[config.mk]
export PLATFORM = sky130hd
export DESIGN_NAME = mem_arbiter
export DESIGN_NICKNAME = d
export VERILOG_FILES = /design/src/rtl/mem_arbiter.sv
export SDC_FILE = /design/constraint.sdc
export NUM_CORES = 1
export LEC_CHECK = 0
export CAP_MARGIN = 0
export CORE_MARGIN = 8
export CORE_UTILIZATION = 21
export CTS_CLUSTER_SIZE = 24
export DETAILED_ROUTE_END_ITERATION = 10
export GPL_TIMING_DRIVEN = 0
export PLACE_DENSITY = 0.77
export SLEW_MARGIN = 25
export SYNTH_ARGS = -nofsm -noshare
export SYNTH_HDL_FRONTEND = slang
export SYNTH_SLANG_ARGS = --single-unit
[constraint.sdc]
create_clock -name clk -period 1.25 [get_ports clk]
set_input_delay 0.25 -clock clk [delete_from_list [all_inputs] [get_ports clk]]
set_output_delay 0.25 -clock clk [all_outputs]
set_load 0.02 [all_outputs]
[src/rtl/mem_arbiter.sv]
// Shares one main-memory port between the I-cache and D-cache fill FSMs.
// Grants are locked per fill; returning read words are steered by an owner tag pipe.
module mem_arbiter #(
  parameter int unsigned ADDR_W  = 16,
  parameter int unsigned DATA_W  = 16,
  parameter int unsigned MEM_LAT = 4
) (
  input  logic              clk,
  input  logic              rst,
  input  logic              i_req,
  input  logic [ADDR_W-1:0] i_addr,
  output logic              i_grant,
  output logic              i_data_valid,
  input  logic              d_req,
  input  logic              d_wr,
  input  logic [ADDR_W-1:0] d_addr,
  input  logic [DATA_W-1:0] d_wdata,
  output logic              d_grant,
  output logic              d_data_valid,
  output logic [DATA_W-1:0] rdata,
  output logic              mem_en,
  output logic              mem_wr,
  output logic [ADDR_W-1:0] mem_addr,
  output logic [DATA_W-1:0] mem_wdata,
  input  logic [DATA_W-1:0] mem_rdata,
  input  logic              mem_rdata_valid,
  output logic              err
);

  localparam int unsigned Head = MEM_LAT - 1;

  typedef enum logic [1:0] {StIdle, StOwnI, StOwnD} state_e;

  state_e state_q, state_d;
  logic   last_d_q, last_d_d;  // 1: D-cache was the most recent owner
  logic   err_q, err_d;

  // Per in-flight read: valid bit and owner (1 = D-cache)
  logic [MEM_LAT-1:0] tag_vld_q, tag_vld_d;
  logic [MEM_LAT-1:0] tag_own_q, tag_own_d;

  logic own_i, own_d;

  always_comb begin
    state_d  = state_q;
    last_d_d = last_d_q;
    unique case (state_q)
      StIdle: begin
        if (i_req && d_req) begin
          state_d = last_d_q ? StOwnI : StOwnD;
        end else if (d_req) begin
          state_d = StOwnD;
        end else if (i_req) begin
          state_d = StOwnI;
        end
      end
      StOwnI: begin
        if (!i_req) begin
          state_d = d_req ? StOwnD : StIdle;
        end
      end
      StOwnD: begin
        if (!d_req) begin
          state_d = i_req ? StOwnI : StIdle;
        end
      end
      default: state_d = StIdle;
    endcase
    if (state_d == StOwnI) begin
      last_d_d = 1'b0;
    end else if (state_d == StOwnD) begin
      last_d_d = 1'b1;
    end
  end

  assign own_i   = (state_q == StOwnI);
  assign own_d   = (state_q == StOwnD);
  assign i_grant = own_i;
  assign d_grant = own_d;

  assign mem_en    = (own_i & i_req) | (own_d & d_req);
  assign mem_wr    = own_d & d_req & d_wr;
  assign mem_addr  = own_d ? d_addr : (own_i ? i_addr : '0);
  // Data passthroughs are forced low while reset is asserted
  assign mem_wdata = rst ? d_wdata : '0;
  assign rdata     = rst ? mem_rdata : '0;

  always_comb begin
    tag_vld_d = '0;
    tag_own_d = '0;
    for (int i = 1; i < int'(MEM_LAT); i++) begin
      tag_vld_d[i] = tag_vld_q[i-1];
      tag_own_d[i] = tag_own_q[i-1];
    end
    tag_vld_d[0] = mem_en & ~mem_wr;
    tag_own_d[0] = own_d;
  end

  assign i_data_valid = mem_rdata_valid & tag_vld_q[Head] & ~tag_own_q[Head];
  assign d_data_valid = mem_rdata_valid & tag_vld_q[Head] & tag_own_q[Head];

  assign err_d = err_q | (mem_rdata_valid & ~tag_vld_q[Head]);
  assign err   = err_q;

  always_ff @(posedge clk or negedge rst) begin
    if (!rst) begin
      state_q   <= StIdle;
      last_d_q  <= 1'b0;
      tag_vld_q <= '0;
      tag_own_q <= '0;
      err_q     <= 1'b0;
    end else begin
      state_q   <= state_d;
      last_d_q  <= last_d_d;
      tag_vld_q <= tag_vld_d;
      tag_own_q <= tag_own_d;
      err_q     <= err_d;
    end
  end

endmodule

# Word level (Yosys, flattened, before mapping)
# Index checks and enable logic that the tools add are counted.
# word_totals
ff_bits	12
inputBits	70
out_inout_bits	55
wordCells	40
# classes
n_eq_ne	4
muxes	15
bitwise_logic	13
reduce_logical	3
# ops
cell	n
two-way mux 16 bit	4
two-way mux 2 bit	7
AND 1 bit	8
one-hot mux 2 bit (3 select lines)	1
equality test 2 x 1 -> 1 bit (second input constant)	2
equality test 2 bit (second input constant)	2
two-way mux 1 bit	3
inverter 1 bit	3
zero test 2 bit	1
bitwise OR 1 bit	2
nonzero test 2 bit	1
logical AND 1 bit	1

# Longest topological paths before layout
# Gate-level depths: netlist (run 1).
# depth
word_depth	7
depth_mapped	4
depth_no_buf	4

# Least setup slack after synthesis (run 1)
# Ideal clock, no wire load.
# synth_timing
kind	flip-flop to output port
startpoint	register state_q[0]
endpoint	output port mem_addr[10]
arrival_ns	1.053
required_time_ns	1.000
slack_ns	-0.053
path_stages_with_launch	5
path_buffers	2
path_cell_list	dfrtp_1 > nor2b_1 > buf_4 > buf_6 > a22o_1
# synth_between
elab_chain_cells	3
word_cells_on_any_way	4
cone_classes	2 x eq/ne; 2 x mux
# synth_lines
item	line	text
start, declared	34	state_e state_q, state_d;
start signal, assigned	107	state_q <= StIdle;
start signal, assigned	113	state_q <= state_d;
equality test 2 x 1 -> 1 bit	76	assign own_i = (state_q == StOwnI);
via i_grant	12	output logic i_grant,
two-way mux 16 bit (2 in a row)	83	assign mem_addr = own_d ? d_addr : (own_i ? i_addr : '0);
end, declared	23	output logic [ADDR_W-1:0] mem_addr,
# The timed path passes the listed nets, and every way through them passes these cells.

# Final worst setup path (run 1)
# layout_timing
startpoint	register state_q[1]
endpoint	output port mem_addr[11]
# layout_between
elab_chain_cells	3
word_cells_on_any_way	4
cone_classes	2 x eq/ne; 2 x mux
# layout_lines
item	line
equality test 2 x 1 -> 1 bit	76
two-way mux 16 bit	83
two-way mux 16 bit *	83
# Every way passes the cells marked *; elsewhere a longest branch is shown, timed or not.

==> results of run 1 <==
worst max-delay path by stage:
stage | start | end | slack [ns]
finish | state_q[1] | mem_addr[11] | -0.38
global route | state_q[1] | mem_addr[11] | -0.43
CTS | state_q[0] | mem_addr[11] | -0.41
detailed placement | rst | mem_wdata[14] | -1.32
global placement | rst | rdata[7] | -1.29
floorplan | state_q[0] | mem_addr[10] | -0.05
stage by stage:
step,cell area (sq um),setup TNS [ns],std cells
floorplan,948,-0.628,89
global placement,2250,-53.10,263
detailed placement,2250,-53.95,263
CTS,2190,-7.79,271
global route,2270,-8.21,271
finish,2270,-7.03,271
cell type report:
| cell class | count | share of cell area (%) |
|---|---|---|
| timing repair buffer | 129 | 52.3 |
| multi-input combinational | 67 | 25.8 |
| sequential | 12 | 13.2 |
| buffer | 6 | 3.03 |
| tap | 50 | 2.75 |
| clock buffer | 4 | 2.42 |
| inverter | 3 | 0.496 |
state kept, by name, summed over array words and instances, names as in the netlist:
register and count:
last_d_q 1, state_q 2, tag_vld_q 4, err 1, tag_own_q 4
critical path, stage by stage (launching register included):
cell and delay, ns:
dfrtp_1 0.41, and2b_4 0.20, buf_12 0.14, a22o_4 0.26, buf_6 0.13
cell usage in the layout, fill, tap and decap left out, types with 3 or more instances in the layout:
cell and instances:
clkdlybuf4s50_1 66, and2_1 30, clkbuf_8 4, dfrtp_1 12, buf_2 20, a22o_4 9
buf_6 24, buf_4 15, inv_1 3, a22o_1 8
power groups by stage:
| stage | sequential [mW] | clock (mW) | combinational [mW] |
|---|---|---|---|
| finish | 0.520 | 0.420 | 1.64 |
| global placement | 0.526 | 0 | 1.57 |
| global route | 0.530 | 0.460 | 1.75 |
| detailed placement | 0.530 | 0 | 1.59 |
| CTS | 0.522 | 0.433 | 1.60 |
| floorplan | 0.515 | 0 | 0.862 |
what timing repair did:
action	4_1_cts	5_1_grt
gates resized for setup	263	30
endpoints found under the setup margin	56	38
hold buffers	1	0
buffers inserted	3	1
hold endpoints to repair	12	0
pin swaps	2	6
routing by layer:
layer,share of wire (%),global-route usage (%),vias up
met2,44,22.2,101
met1,37,12.4,520
li1,-,-,571
met3,18,10.5,4
met4,0.69,2.78,0
met5,0,0,-
synthesized netlist by cell type:
cell      count
and2_1       32
nor3b_1       1
buf_6         3
clkbuf_1      3
o21a_1        1
inv_1         3
nand2_1       1
a32o_2        1
ha_1          1
a21o_1        2
a22o_1       17
and3_1        2
o21ba_2       1
and2b_2       1
mux2i_1       1
nor2_1        2
and2b_4       1
nor2b_1       1
a21oi_1       1
buf_4         1
nand2b_1      1
dfrtp_1      12
cell families (layout without fill, tap and decap cells):
logic type	after synthesis	after routing	share of synthesized area, %
adders and majority gates	1	1	1.48
DFF	12	12	35.5
muxes	1	1	1.18
buffers and inverters	10	142	7.53
and+or+nand+nor	42	42	31.0
AOI/OAI and AO/OA	23	23	23.3
==> impl_metrics.toml, run 1 <==
[cts]
htree_levels = 1
clk_path_buf_depth = 2
cts_buffers = 3
cts_sinks = 12
cts_tree = "built"
clk_latency_ns = 0.24
clk_pin_slew_ns = 0.05
clockRootBuffer = "clkbuf_8"

[placement]
place_ws_ns = -1.32
port_buffers = 124
gp_congestion = 0.782
hpwl_um = 3780

[finish]
fill_cells = 348
area_growth_pct = 168
fin_util_pct = 57.6
nNetsFinal = 293
drive_gt1_share_pct = 39.4
multi_input_area_sq_um = 586
regArea_sq_um = 300
antennaDiodeCount = 0

[global_route]
grt_pass1_vias = 1330
overflow = 0
grt_max_degree = 13
antenna_found_initial = 0
grt_use_total_pct = 13.2
grt_pass1_wl_um = 6580

[floorplanning]
rows = 23
io_pins = 125
die-area_sq_mm = 0.00632
core_sq_mm = 0.00394
die_width_um = 79.5
initial_core_util_pct = 21.5
dieHeight_um = 79.5

[worst_setup_path]
rr_worst_depth = 5
critPathCaptureType = "output port"
start_kind = "register"
cp.required_ns = 1.00
worstPathArrival_ns = 1.38
r2r_slack_ns = -0.17
critPathKind = "register to output port"
r2r-end = "last_d_q"
path_max_fanout = 11
rr_startpoint = "state_q[0]"

[routing]
wl_per_cell_um = 16.1
drt_iter0_markers = 7
drt_first_pass_iters = 4
wirelength_um = 4370
antenna_left = 0
post_drt_via_cell_ratio = 4.41
drc = 0
vias = 1196

[synthesis]
syn_nets = 160
yosysUniqueCellTypes = 22
synth-seq-cells = 12
synth_area_sq_um = 847
synth.top_cells.by_area = "dfrtp_1 35%, and2_1 24%, a22o_1 18%"
synth_top_area_cell = "dfrtp_1"
synth_area_per_cell_sq_um = 9.52
ys_warn_count = 0
synth-seq-area-share_pct = 35.5
yosysTopAreaCellShare_pct = 35.5
netlist_instances = 89

[power]
ir_drop_uv = 672
total_leakage_power_nw = 1.11
p_clk_share_pct = 16.3
powerDensity_mw_per_mm2 = 1140
seqPwrFrac_pct = 20.1
swShare_pct = 34.7
switchingPower_mw = 0.895
power.total_mw = 2.58
power.internal_mw = 1.69
combPwrFrac_pct = 63.6

[run_status]
status = "complete, but fails checks"
violations = "setup timing"

[timing]
layout_setup_ws_ns = -0.381
setup_viol = 21
timing.final.max_slew_violations = 0
hold_viol = 0
max_freq_mhz = 613
clock-skew-final_ns = 0.00220
hold_slack_ns = 0.346
fin_crit_sh_pct = 130
worst_pin_slew_ns = 0.531
max_slew_margin_pct = 64.5
rsz0062_at_grt = "true"
fin_crit_ns = 1.63

[hold_path]
hold_path_end = "tag_own_q[2]"
worst_hold_path_type = "register to register"
min_path_cells = 0
holdCritStartpoint = "tag_own_q[1]"

[run]
cap_violations = 0
(Power assumes the default switching activity.)
==> run 2, diff against run 1 <==
--- a/config.mk
+++ b/config.mk
@@ -13,5 +13,5 @@
 export GPL_TIMING_DRIVEN = 0
 export PLACE_DENSITY = 0.77
-export SLEW_MARGIN = 25
+export SLEW_MARGIN = 20
 export SYNTH_ARGS = -nofsm -noshare
 export SYNTH_HDL_FRONTEND = slang
==> constraint.sdc (replaced) <==
create_clock -name clk -period 1.25 [get_ports clk]
set_input_delay 0.25 -clock clk [delete_from_list [all_inputs] [get_ports clk]]
set_output_delay 0.25 -clock clk [all_outputs]
set_load 0.01 [all_outputs]
==> run 2 against run 1 <==
The run still ends with setup timing left. Via count is 3.9% lower. Cell area down 10%. Global-route usage shrank 1.7 points. Core utilization fell by 5.8 points. Clock power down 4%. Count of clock-buffer cells in the layout did not move. Wire length fell by 12%. Combinational power decreased by 28%. Clock skew increased by 0.0037 ns. Sequential share of layout area up 1.6 points. Worst setup slack gained 0.033 ns.
==> impl_metrics.toml, run 2 (synthesized netlist as in run 1, its figures left out) <==
[run_status]
status = "complete, but fails checks"
violations = "setup timing"

[global_route]
antenna_found_initial = 0
grt_pass1_vias = 1246
grt_max_degree = 13
grt_pass1_wl_um = 5940
overflow = 0
grt_use_total_pct = 11.5

[worst_setup_path]
rr_startpoint = "state_q[0]"
cp-endpoint = "mem_addr[0]"
rr_worst_depth = 5
path_depth = 4
start_kind = "register"
critPathLaunch = "state_q[1]"
path_max_fanout = 10
crit_path_top_delay_cell = "dfrtp_2"
path_delay_family = "flip-flops"
cp_cell_sequence = "and2b_4, buf_6, a22o_1, buf_2"
worstPathArrival_ns = 1.35
cp.required_ns = 1.00
slowest_delay_ns = 0.44
r2r-end = "last_d_q"
path_buf_inv = 2
critPathCaptureType = "output port"
r2r_slack_ns = -0.22
critPathKind = "register to output port"

[hold_path]
worst_hold_path_type = "register to register"

[cts]
cts_buffers = 3
clk_path_buf_depth = 2
clk_pin_slew_ns = 0.05
cts_sinks = 12
cts_tree = "built"
htree_levels = 1
clockRootBuffer = "clkbuf_8"
clk_latency_ns = 0.23

[finish]
top_regs = "tag_own_q x4, tag_vld_q x4, state_q x2"
fin_util_pct = 51.8
area_growth_pct = 141
final_common_cell = "clkdlybuf4s50_1"
finalNonFillerCells = 274
antennaDiodeCount = 0
nNetsFinal = 296
final_cell_mix = "67 x clkdlybuf4s50_1, 49 x buf_2, 32 x and2_1"
drive_gt1_share_pct = 35.3
fin_area_sq_mm = 0.00204

[routing]
post_drt_via_cell_ratio = 4.19
drc = 0
drt_iter0_markers = 32
antenna_left = 0
drt_first_pass_iters = 4
wirelength_um = 3840
vias = 1149
wl_per_cell_um = 14.0

[timing]
timing.final.max_slew_violations = 0
fin_crit_ns = 1.60
max_slew_margin_pct = 64.6
worst_pin_slew_ns = 0.529
layout_setup_ws_ns = -0.348
clock-skew-final_ns = 0.00593
setup_viol = 21
hold_viol = 0
fin_crit_sh_pct = 128
max_freq_mhz = 626
rsz0062_at_grt = "true"
fin_tns_setup_ns = -6.61

[floorplanning]
dieHeight_um = 79.5
die_width_um = 79.5
die-area_sq_mm = 0.00632
core_sq_mm = 0.00394
initial_core_util_pct = 21.5
rows = 23
io_pins = 125

[power]
power.total_mw = 2.11
ir_drop_uv = 546
powerDensity_mw_per_mm2 = 1040
total_leakage_power_nw = 1.04

[placement]
port_buffers = 124
hpwl_um = 3250
gp_congestion = 0.718
postPlaceCellArea_sq_mm = 0.00215
placed_cells = 263

[run]
cap_violations = 0
[run 2: per-stage QoR]
stage | setup WS, ns | hold WS [ns]
floorplan | -0.0173 | -0.0456
global placement | -1.23 | 0.331
detailed placement | -1.24 | 0.335
CTS | -0.361 | 0.341
global route | -0.401 | 0.347
finish | -0.348 | 0.337
[run 2: per-layer routing]
layer,track usage [%],up-vias,routed length [um]
met4,1.11,0,0
li1,-,577,-
met2,20.6,62,1910
met3,7.43,0,509
met5,0,-,0
met1,11.2,510,1420
[run 2: what timing repair did]
action / in CTS / in global routing
endpoints found under the setup margin: 56 / 22
cloned: 1 / 0
pin swaps: 1 / 2
buffers inserted: 4 / 2
gates resized for setup: 233 / 6
hold endpoints to repair: 12 / 0
hold buffers: 1 / 0
[run 2: worst reg2reg max path: stages (launching register included)]
cell,delay (ns)
dfrtp_1,0.40
buf_4,0.15
o21ba_2,0.20
o21a_1,0.18
ha_1,0.29
mux2i_1,0.17
[run 2: worst min path at each step]
| stage | start | end | slack [ns] | cells past startpoint |
|---|---|---|---|---|
| 6_report | tag_vld_q[1] | tag_vld_q[2] | 0.34 | 0 |
| 5_1_grt | tag_own_q[0] | tag_own_q[1] | 0.35 | 0 |
| 4_1_cts | tag_vld_q[1] | tag_vld_q[2] | 0.34 | 0 |
| 3_5_place_dp | tag_own_q[1] | tag_own_q[2] | 0.33 | 0 |
| 3_3_place_gp | tag_own_q[1] | tag_own_q[2] | 0.33 | 0 |
| 2_1_floorplan | rst | err | -0.05 | 0 |
[run 2: area by class of cell]
type                    count  area [sq um]
clock buffers               4          55.1
well taps                  50          62.6
multi-input cells          67           495
plain buffers               6          53.8
repair buffers            132          1060
flip-flops and latches     12           302
fillers                   403          1900
inverters                   3          11.3
[run 2: power breakdown]
group	total (mW)	switching [mW]	leakage (nW)	internal, mW
registers	0.526	0.0486	0.148	0.478
logic	1.18	0.472	0.858	0.709
clock network	0.405	0.128	0.0288	0.277
